===== src/rtl/uart_pkg.sv =====
// Shared types for the buffered UART receiver: parity modes, FSM states,
// the received-word record and small helpers used by the receiver datapath.
package uart_pkg;

  localparam int MAX_DW = 9;

  typedef enum logic [1:0] {
    PAR_NONE     = 2'd0,
    PAR_EVEN     = 2'd1,
    PAR_ODD      = 2'd2,
    PAR_NONE_ALT = 2'd3
  } parity_mode_t;

  typedef enum logic [2:0] {
    IDLE   = 3'd0,
    START  = 3'd1,
    DATA   = 3'd2,
    PARITY = 3'd3,
    STOP   = 3'd4
  } rx_state_t;

  typedef struct packed {
    logic [MAX_DW-1:0] data;
    logic              parity_err;
    logic              frame_err;
  } rx_word_t;

  function automatic int calc_div(
    input int clk_hz,
    input int baud,
    input int os
  );
    int d;
    d = clk_hz / (baud * os);
    return (d < 1) ? 1 : d;
  endfunction

  function automatic logic maj3(
    input logic a,
    input logic b,
    input logic c
  );
    return (a & b) | (a & c) | (b & c);
  endfunction

endpackage


===== src/rtl/uart_rx_buffered_fifo.sv =====
// sync_fifo: single-clock FIFO, push strobe in, valid/ready pop out.
// Ports: clk, rst, push, push_data, pop_ready, pop_valid, pop_data, full, count.
module sync_fifo #(
  parameter int WIDTH = 8,
  parameter int DEPTH = 8
) (
  input  logic                     clk,
  input  logic                     rst,
  input  logic                     push,
  input  logic [WIDTH-1:0]         push_data,
  input  logic                     pop_ready,
  output logic                     pop_valid,
  output logic [WIDTH-1:0]         pop_data,
  output logic                     full,
  output logic [$clog2(DEPTH):0]   count
);

  localparam int AW = $clog2(DEPTH);
  localparam int CW = AW + 1;

  logic [WIDTH-1:0] mem [DEPTH];
  logic [AW-1:0]    wr_ptr;
  logic [AW-1:0]    rd_ptr;
  logic             do_push;
  logic             do_pop;

  assign pop_valid = (count != '0);
  assign full      = (count == CW'(DEPTH));
  assign do_pop    = pop_valid && pop_ready;
  // A pop in the same cycle frees the slot the push lands in.
  assign do_push   = push && (!full || do_pop);
  assign pop_data  = pop_valid ? mem[rd_ptr] : '0;

  always_ff @(posedge clk or posedge rst) begin
    if (rst) begin
      wr_ptr <= '0;
      rd_ptr <= '0;
      count  <= '0;
    end else begin
      if (do_push) wr_ptr <= wr_ptr + 1'b1;
      if (do_pop)  rd_ptr <= rd_ptr + 1'b1;
      case ({do_push, do_pop})
        2'b10:   count <= count + 1'b1;
        2'b01:   count <= count - 1'b1;
        default: count <= count;
      endcase
    end
  end

  always_ff @(posedge clk) begin
    if (do_push) mem[wr_ptr] <= push_data;
  end

endmodule


===== src/rtl/uart_rx_buffered.sv =====
// Oversampling UART receiver with parity/stop checks feeding a sync_fifo.
// Ports: clk, rst, rx, parity_mode, two_stop -> m_data/m_parity_err/
// m_frame_err/m_valid (m_ready pops), overrun, break_det, fifo_count.
// Macro UART_RX_BREAK_DETECT_EN enables line-break detection.
module uart_rx_buffered
  import uart_pkg::*;
#(
  parameter int DATA_WIDTH = 8,
  parameter int CLOCK_FREQ = 50_000_000,
  parameter int BAUD_RATE  = 115200,
  parameter int OVERSAMPLE = 16,
  parameter int FIFO_DEPTH = 8
) (
  input  logic                          clk,
  input  logic                          rst,
  input  logic                          rx,
  input  logic [1:0]                    parity_mode,
  input  logic                          two_stop,
  output logic [DATA_WIDTH-1:0]         m_data,
  output logic                          m_parity_err,
  output logic                          m_frame_err,
  output logic                          m_valid,
  input  logic                          m_ready,
  output logic                          overrun,
  output logic                          break_det,
  output logic [$clog2(FIFO_DEPTH):0]   fifo_count
);

  localparam int DIV = calc_div(CLOCK_FREQ, BAUD_RATE, OVERSAMPLE);
  localparam int DCW = $clog2(DIV + 1);
  localparam int TCW = $clog2(OVERSAMPLE);
  localparam int FW  = DATA_WIDTH + 2;

  localparam logic [DCW-1:0] DIV_LAST = DCW'(DIV - 1);
  localparam logic [TCW-1:0] T_S0     = TCW'(OVERSAMPLE / 2 - 1);
  localparam logic [TCW-1:0] T_S1     = TCW'(OVERSAMPLE / 2);
  localparam logic [TCW-1:0] T_DEC    = TCW'(OVERSAMPLE / 2 + 1);
  localparam logic [TCW-1:0] T_END    = TCW'(OVERSAMPLE - 1);
  localparam logic [3:0]     LAST_BIT = 4'(DATA_WIDTH - 1);

  rx_state_t state;
  rx_state_t state_n;

  logic                  rx_meta;
  logic                  rx_sync;
  logic                  rx_prev;
  logic [1:0]            warm;
  logic                  start_edge;

  logic [DCW-1:0]        div_cnt;
  logic                  tick;
  logic [TCW-1:0]        tick_cnt;
  logic [3:0]            bit_cnt;
  logic                  stop_idx;
  logic                  s0;
  logic                  s1;
  logic [DATA_WIDTH-1:0] sh;
  logic                  pbit;
  logic                  ferr;
  parity_mode_t          par_q;
  logic                  two_q;

  logic                  maj;
  logic                  at_s0;
  logic                  at_s1;
  logic                  at_dec;
  logic                  at_end;
  logic                  par_en;
  logic                  last_bit;
  logic                  last_stop;
  logic                  ferr_now;
  logic                  perr_now;
  logic                  is_brk;
  logic                  push;
  logic                  brk;

  rx_word_t              word;
  logic                  word_unused;
  logic [FW-1:0]         fifo_din;
  logic [FW-1:0]         fifo_dout;
  logic                  fifo_full;

  // warm keeps edge detection off until the synchroniser holds real
  // line samples, so only a falling edge seen after reset starts a frame.
  always_ff @(posedge clk or posedge rst) begin
    if (rst) begin
      rx_meta <= 1'b1;
      rx_sync <= 1'b1;
      rx_prev <= 1'b0;
      warm    <= 2'b00;
    end else begin
      rx_meta <= rx;
      rx_sync <= rx_meta;
      rx_prev <= warm[1] ? rx_sync : 1'b0;
      warm    <= {warm[0], 1'b1};
    end
  end

  assign start_edge = (state == IDLE) && rx_prev && !rx_sync;
  assign tick       = (div_cnt == DIV_LAST);

  assign maj       = maj3(s0, s1, rx_sync);
  assign at_s0     = tick && (tick_cnt == T_S0);
  assign at_s1     = tick && (tick_cnt == T_S1);
  assign at_dec    = tick && (tick_cnt == T_DEC);
  assign at_end    = tick && (tick_cnt == T_END);
  assign par_en    = (par_q == PAR_EVEN) || (par_q == PAR_ODD);
  assign last_bit  = (bit_cnt == LAST_BIT);
  assign last_stop = !two_q || stop_idx;
  assign ferr_now  = ferr | !maj;

  always_comb begin
    perr_now = 1'b0;
    unique case (1'b1)
      par_q == PAR_EVEN: perr_now = (pbit != ^sh);
      par_q == PAR_ODD:  perr_now = (pbit != ~^sh);
      default:           perr_now = 1'b0;
    endcase
  end

`ifdef UART_RX_BREAK_DETECT_EN
  assign is_brk = (sh == '0) && (!par_en || !pbit) && ferr_now;
`else
  assign is_brk = 1'b0;
`endif

  always_ff @(posedge clk or posedge rst) begin
    if (rst) state <= IDLE;
    else     state <= state_n;
  end

  // The last stop bit is resolved at its mid-bit decision, leaving half a
  // bit of margin to catch the next start edge.
  always_comb begin
    state_n = state;
    push    = 1'b0;
    brk     = 1'b0;
    unique case (state)
      IDLE: begin
        if (start_edge) state_n = START;
      end
      START: begin
        if (at_dec && maj)  state_n = IDLE;
        else if (at_end)    state_n = DATA;
      end
      DATA: begin
        if (at_end && last_bit)
          state_n = par_en ? PARITY : STOP;
      end
      PARITY: begin
        if (at_end) state_n = STOP;
      end
      STOP: begin
        if (at_dec && last_stop) begin
          state_n = IDLE;
          if (is_brk) brk  = 1'b1;
          else        push = 1'b1;
        end
      end
      default: state_n = IDLE;
    endcase
  end

  always_ff @(posedge clk or posedge rst) begin
    if (rst) begin
      div_cnt  <= '0;
      tick_cnt <= '0;
      bit_cnt  <= '0;
      stop_idx <= 1'b0;
      s0       <= 1'b1;
      s1       <= 1'b1;
      sh       <= '0;
      pbit     <= 1'b0;
      ferr     <= 1'b0;
      par_q    <= PAR_NONE;
      two_q    <= 1'b0;
    end else begin
      if (start_edge || tick) div_cnt <= '0;
      else                    div_cnt <= div_cnt + 1'b1;

      if (state == IDLE) begin
        tick_cnt <= '0;
        bit_cnt  <= '0;
        stop_idx <= 1'b0;
        ferr     <= 1'b0;
        par_q    <= parity_mode_t'(parity_mode);
        two_q    <= two_stop;
      end else if (tick) begin
        tick_cnt <= at_end ? '0 : tick_cnt + 1'b1;
        if (at_s0) s0 <= rx_sync;
        if (at_s1) s1 <= rx_sync;
        if (at_dec) begin
          case (state)
            DATA:    sh   <= {maj, sh[DATA_WIDTH-1:1]};
            PARITY:  pbit <= maj;
            STOP:    ferr <= ferr_now;
            default: ;
          endcase
        end
        if (at_end && state == DATA) bit_cnt  <= bit_cnt + 1'b1;
        if (at_end && state == STOP) stop_idx <= 1'b1;
      end
    end
  end

  always_comb begin
    word                       = '0;
    word.data[DATA_WIDTH-1:0]  = sh;
    word.parity_err            = perr_now;
    word.frame_err             = ferr_now;
  end

  assign word_unused = ^word.data;
  assign fifo_din    = {word.data[DATA_WIDTH-1:0],
                        word.parity_err,
                        word.frame_err};

  sync_fifo #(
    .WIDTH (FW),
    .DEPTH (FIFO_DEPTH)
  ) u_fifo (
    .clk       (clk),
    .rst       (rst),
    .push      (push),
    .push_data (fifo_din),
    .pop_ready (m_ready),
    .pop_valid (m_valid),
    .pop_data  (fifo_dout),
    .full      (fifo_full),
    .count     (fifo_count)
  );

  assign m_data       = fifo_dout[FW-1:2];
  assign m_parity_err = fifo_dout[1];
  assign m_frame_err  = fifo_dout[0];
  assign overrun      = push && fifo_full && !(m_valid && m_ready);
  assign break_det    = brk;

endmodule


===== config.mk =====
export PLATFORM = sky130hd
export DESIGN_NAME = uart_rx_buffered
export DESIGN_NICKNAME = d
export VERILOG_FILES = /design/src/rtl/uart_pkg.sv /design/src/rtl/uart_rx_buffered_fifo.sv /design/src/rtl/uart_rx_buffered.sv
export SDC_FILE = /design/constraint.sdc
export NUM_CORES = 1
export LEC_CHECK = 0
export CELL_PAD_IN_SITES_DETAIL_PLACEMENT = 0
export CELL_PAD_IN_SITES_GLOBAL_PLACEMENT = 1
export CORE_UTILIZATION = 35
export CTS_BUF_LIST = sky130_fd_sc_hd__clkbuf_4 sky130_fd_sc_hd__clkbuf_8 sky130_fd_sc_hd__clkbuf_16
export DETAILED_ROUTE_END_ITERATION = 10
export PLACE_DENSITY = 0.66
export SLEW_MARGIN = 5
export SYNTH_ARGS = -nofsm -noshare
export SYNTH_HDL_FRONTEND = slang
export SYNTH_SLANG_ARGS = --single-unit

===== constraint.sdc =====
create_clock -name clk -period 3.9 [get_ports clk]
set_input_delay 0.78 -clock clk [delete_from_list [all_inputs] [get_ports clk]]
set_output_delay 0.78 -clock clk [all_outputs]
set_load 0.01 [all_outputs]

Word level (Yosys, flattened, before mapping)
Memories as Yosys holds them, arrays and structs flattened.
Cells that the tools add are included.

word-level totals
  flip-flop bits (word level) = 47
  bits in writable memories = 80
  bits of input ports = 7
  output and inout bits = 17
  logic and storage cells = 128
  memories kept = 1

operators by class
  add/sub/neg operators = 7
  equality and inequality tests = 22
  multiplexer cells = 30
  bitwise gates (word level) = 7
  reduce and logical (&&, ||, !) cells = 42

memories
  name        depth  width  rd ports  clocked after Yosys merged registers in  wr ports  RTL line                     source
  u_fifo.mem  8      10     1         0                                        1         uart_rx_buffered_fifo.sv:21  logic [WIDTH-1:0] mem [DEPTH];

operators by type and width
  operator             count
  $mux 4               6
  $mux 3               7
  $eq 4x4->1 const B   4
  $logic_and 1x1->1    15
  $pmux 3 s5           1
  $add 4x1->4 const B  3
  $mux 1               12
  $reduce_bool 2->1    6
  $mux 10              1
  $reduce_and 3->1     3
  $eq 4x3->1 const B   2
  $ne 2x2->1 const B   4
  $pmux 4 s2           1
  $reduce_and 4->1     2
  $reduce_xnor 8->1    1
  $reduce_xor 8->1     1
  $add 3x1->3 const B  2
  $eq 3x2->1 const B   2
  $add 5x1->5 const B  1
  $eq 5x5->1 const B   1
  $logic_not 1->1      5
  $mux 5               1
  $reduce_and 5->1     1
  $eq 2x1->1 const B   2
  other kinds (14)     24

Depth between registers and ports, before layout
  word-level depth = 9
  mapped depth = 11
  depth with buffers taken out = 10

Modules after synthesis
From an unflattened synthesis, not the netlist that was laid out.

second synthesis, totals
  cell total of the unflattened synthesis = 371
  area total of the unflattened synthesis = 5,572.8 um2

by module, submodules not included
  module            instances  cells each  area an instance (um2)  seq. area each (um2)
  sync_fifo         1          198         3,699.8                 2,652.5
  uart_rx_buffered  1          173         1,873.0                 930.9

Least setup slack after synthesis
Ideal clock, no wire load.

  path type = reg2reg
  start point = register div_cnt[0]
  end point = memory u_fifo.mem[0][0] (netlist bit), enable pin
  library setup time = 0.404 ns
  data arrival time = 2.340 ns
  data required time = 3.496 ns
  path slack = 1.156 ns
  cell stages (with the launch flop) = 8
  path buffers = 1
  period minus slack after synthesis = 2.744 ns
  cells stage by stage = dfrtp_1 > inv_1 > ha_1 > and4b_1 > buf_6 > and4_4 > nand3_1 > nor4_1

on the way
  longest elaborated chain between the ends = 8

RTL lines
  item                          RTL line                     source
  start, declared               uart_rx_buffered.sv:50       logic [DCW-1:0] div_cnt;
  start signal, assigned        uart_rx_buffered.sv:179      else div_cnt <= div_cnt + 1'b1;
  $eq 5x5->1                    uart_rx_buffered.sv:100      assign tick = (div_cnt == DIV_LAST);
  $logic_and 1x1->1             uart_rx_buffered.sv:105      assign at_dec = tick && (tick_cnt == T_DEC);
  $logic_and 1x1->1             uart_rx_buffered.sv:154      if (at_dec && last_stop) begin
  $mux 1                        uart_rx_buffered.sv:154
  $mux 1                        uart_rx_buffered.sv:138      unique case (state)
  $logic_and 1x1->1             uart_rx_buffered_fifo.sv:31  assign do_push = push && (!full || do_pop);
  $mux 1                        uart_rx_buffered_fifo.sv:51  if (do_push) mem[wr_ptr] <= push_data;
  $mux 1 (not written as such)  uart_rx_buffered_fifo.sv:51
  end, declared                 uart_rx_buffered_fifo.sv:21

Every way passes these cells.

Final worst setup path
  start point = input port m_ready
  end point = output port overrun

on the way
  longest elaborated chain between the ends = 3

RTL lines
  item               RTL line                 source
  start, declared    uart_rx_buffered.sv:23   input logic m_ready,
  $logic_and 1x1->1  uart_rx_buffered.sv:236  assign overrun = push && fifo_full && !(m_valid && m_ready);
  $logic_not 1->1    uart_rx_buffered.sv:236
  $logic_and 1x1->1  uart_rx_buffered.sv:236
  end, declared      uart_rx_buffered.sv:24   output logic overrun,

Every way passes these cells.

==> impl_metrics.py <==
metrics = {
    "power_and_ir_drop": {
        "ir_drop_mv": 0.283,
        "p_leak_nw": 2.51,
        "seq_power_share": 0.449,
        "power.density_nw_per_um2": 534,
        "combPwrFrac": 0.097,
        "switching_share": 0.235,
        "p_sw_uw": 814,
        "power.internal_mw": 2.66,
        "pwr-share-clk": 0.454,
    },
    "global_routing": {
        "grt_use_total": 0.140,
        "grt_pass1_vias": 3012,
        "grt_pass1_wl_mm": 16.3,
        "grt_max_degree": 48,
        "globalRoute.totalOverflow": 0,
        "antenna_found_initial": 0,
    },
    "placement": {
        "portBuffers": 22,
        "place_inst": 565,
        "place_congestion": 0.729,
        "dp_hpwl_mm": 6.25,
    },
    "route": {
        "drtAntennaViolNets": 0,
        "first_pass_iters": 6,
        "wirelength_mm": 10.0,
        "viasPerCell": 4.97,
        "vias": 2955,
        "drcViolationCount": 0,
        "drtIter0Drc": 203,
        "post_drt_wl_per_cell_um": 16.9,
    },
    "clocking": {
        "numCtsBuffers": 17,
        "post_cts_buffers": 0,
        "clkSinkCount": 127,
        "cts_tree": "built",
        "clkTransAtPathRegs_ps": 50,
        "cts_max_level": 4,
        "clockRootBuffer": "clkbuf_16",
        "cts_max_path_buffers": 2,
        "clk_latency_ps": 410,
        "cts-resized-gates": 0,
        "cts_hold_buffers": 0,
    },
    "min_path": {
        "hp-class": "flop to flop",
    },
    "logic_synthesis": {
        "synth_common_cells": "80 x edfxtp_1, 43 x dfrtp_1, 34 x nor2_1, 26 x nand2_1, 20 x mux4_2",
        "syn_area_per_cell_um2": 15.3,
        "syn_area_um2": 5400,
        "seq_area_frac_synth": 0.663,
        "synthArstFlopShare": 0.370,
        "synth_top_area_frac": 0.445,
        "yosysMostFrequentCell": "edfxtp_1",
        "ys_top_cells_by_area": "edfxtp_1 44%, dfrtp_1 20%, mux4_2 8.3%",
        "synth_cell_types": 48,
        "netlist_instances": 353,
        "synth_edf_count": 80,
        "netlist.top_cell.by_area": "edfxtp_1",
        "ys_ff_latch": 127,
        "ys.flop_type": "edfxtp_1",
        "ys_warn_count": 0,
        "syn_nets": 370,
    },
    "timing": {
        "fin_skew_ps": 6.73,
        "fin_setup_tns_ps": 0,
        "slew_violations": 0,
        "layout_min_cycle_time_ps": 3260,
        "relSlewSlack": 0.320,
        "fmax_mhz": 307,
        "tightest_slew_ps": 1020,
        "rsz0062_at_grt": "no",
        "setup_viol": 0,
        "fin_crit_sh": 0.835,
        "hold_violations": 0,
    },
    "worst_setup_path": {
        "cp_num_buf_inv": 2,
        "worstSetupEndpointType": "primary output",
        "critPathLaunchType": "input pin",
        "critical_path.max_stage_delay_ps": 600,
        "crit_slowest_cell": "clkdlybuf4s50_1",
        "crit_required_ps": 3120,
        "critPathMostFrequentCell": "clkdlybuf4s50_1",
        "cp_cell_sequence": "clkdlybuf4s50_1, nand4bb_1, nor3_1, clkdlybuf4s50_1",
        "crit_fanout": 5,
        "crit_family": "buffers and inverters",
        "crit_type": "input pin to primary output",
        "worstPathArrival_ps": 2480,
    },
    "floorplan": {
        "die_h_um": 126,
        "die_w_um": 126,
        "start_util": 0.357,
        "dieArea_um2": 15900,
        "rows": 45,
        "core_area_um2": 15100,
        "num_io_pins": 24,
    },
    "final_layout": {
        "instances_no_fill": 595,
        "drive_gt1_frac": 0.231,
        "fill_cells": 1346,
        "n_antenna_cell": 0,
        "area_growth_pct": 20.3,
        "nets": 413,
    },
    "outcome": {
        "status": "finished, final reports clean",
    },
    "run": {
        "drv_cap": 0,
    },
}
power by group through the flow:
stage                     registers [mW]  clock network, mW  logic, mW
after CTS                           1.56               1.61      0.342
after floorplan                     1.56                  0      0.269
final                               1.56               1.58      0.336
after global routing                1.57               1.67      0.382
after detailed placement            1.58                  0      0.342
after global placement              1.58                  0      0.332
flip-flops by register name, indices dropped and copies added, names as in the netlist, 2 cells and up:
signal / flops
tick_cnt: 4
u_fifo.rd_ptr: 3
u_fifo.mem: 80
u_fifo.wr_ptr: 3
div_cnt: 5
u_fifo.count: 4
sh: 8
state: 3
par_q: 2
bit_cnt: 4
warm: 2
final timing paths:
kind,to,startpoint,slack [ps],depth (start not counted)
max,overrun,m_ready,640,4
min,warm[1],warm[0],360,0
max reg2reg,u_fifo.count[2],div_cnt[0],1580,11
min reg2reg,warm[1],warm[0],360,0
max in group asynchronous,sh[4],rst,2330,2
min in group asynchronous,u_fifo.rd_ptr[1],rst,920,2
cell families (layout without fill, tap and decap cells):
group / after synthesis / after routing / synth area share
flops: 127 / 127 / 0.663
simple gates: 106 / 106 / 0.0984
mux: 46 / 46 / 0.136
xor+xnor: 23 / 23 / 0.0373
buf+inv: 20 / 74 / 0.0167
compound gates: 18 / 18 / 0.0225
fa+ha+maj: 11 / 11 / 0.0250
other cells: 2 / 2 / 0.00139
placed cells by master (no fill, tap or decap), types with 3 or more instances in the layout:
cell,count
clkinv_4,3
and2_1,3
ha_1,10
a21oi_1,8
bufinv_16,3
xnor2_1,14
dfstp_2,4
mux2_2,14
nor3_1,8
mux4_2,20
xor2_1,9
nand2_1,26
clkbuf_16,17
inv_1,8
clkbuf_4,3
dfrtp_1,43
nand3_1,7
clkdlybuf4s50_1,22
nand4_1,4
nor2b_1,3
buf_4,13
edfxtp_1,80
nor2_1,34
nand2b_1,4
mux2i_1,11
metal layers:
| layer | part of all wire | up-vias | global-route usage |
|---|---|---|---|
| li1 | - | 1401 | - |
| met1 | 0.45 | 1500 | 0.172 |
| met3 | 0.033 | 12 | 0.0433 |
| met4 | 0.013 | 0 | 0.0510 |
| met5 | 0 | - | 0 |
| met2 | 0.51 | 42 | 0.231 |
per-stage QoR:
| step | setup slack (ps) | instance area (um2) | hold WS, ps | util | power, mW |
|---|---|---|---|---|---|
| 2_1_floorplan | 1160 | 5400 | 331 | - | 1.83 |
| 3_3_place_gp | 637 | 5910 | 343 | 0.390 | 1.91 |
| 3_5_place_dp | 641 | 5910 | 347 | 0.390 | 1.93 |
| 4_1_cts | 618 | 6500 | 362 | 0.429 | 3.51 |
| 5_1_grt | 509 | 6500 | 369 | 0.429 | 3.62 |
| 6_report | 643 | 6500 | 360 | 0.429 | 3.47 |
area by class of cell:
type,count,area [um2],share of cell area
Multi-Input combinational cell,206,1740,0.268
Clock buffer,20,448,0.0689
Clock inverter,10,141,0.0217
Tap cell,188,235,0.0362
Inverter,9,33.8,0.00520
Timing Repair Buffer,35,318,0.0489
Sequential cell,127,3580,0.551
(Power assumes the default switching activity.)
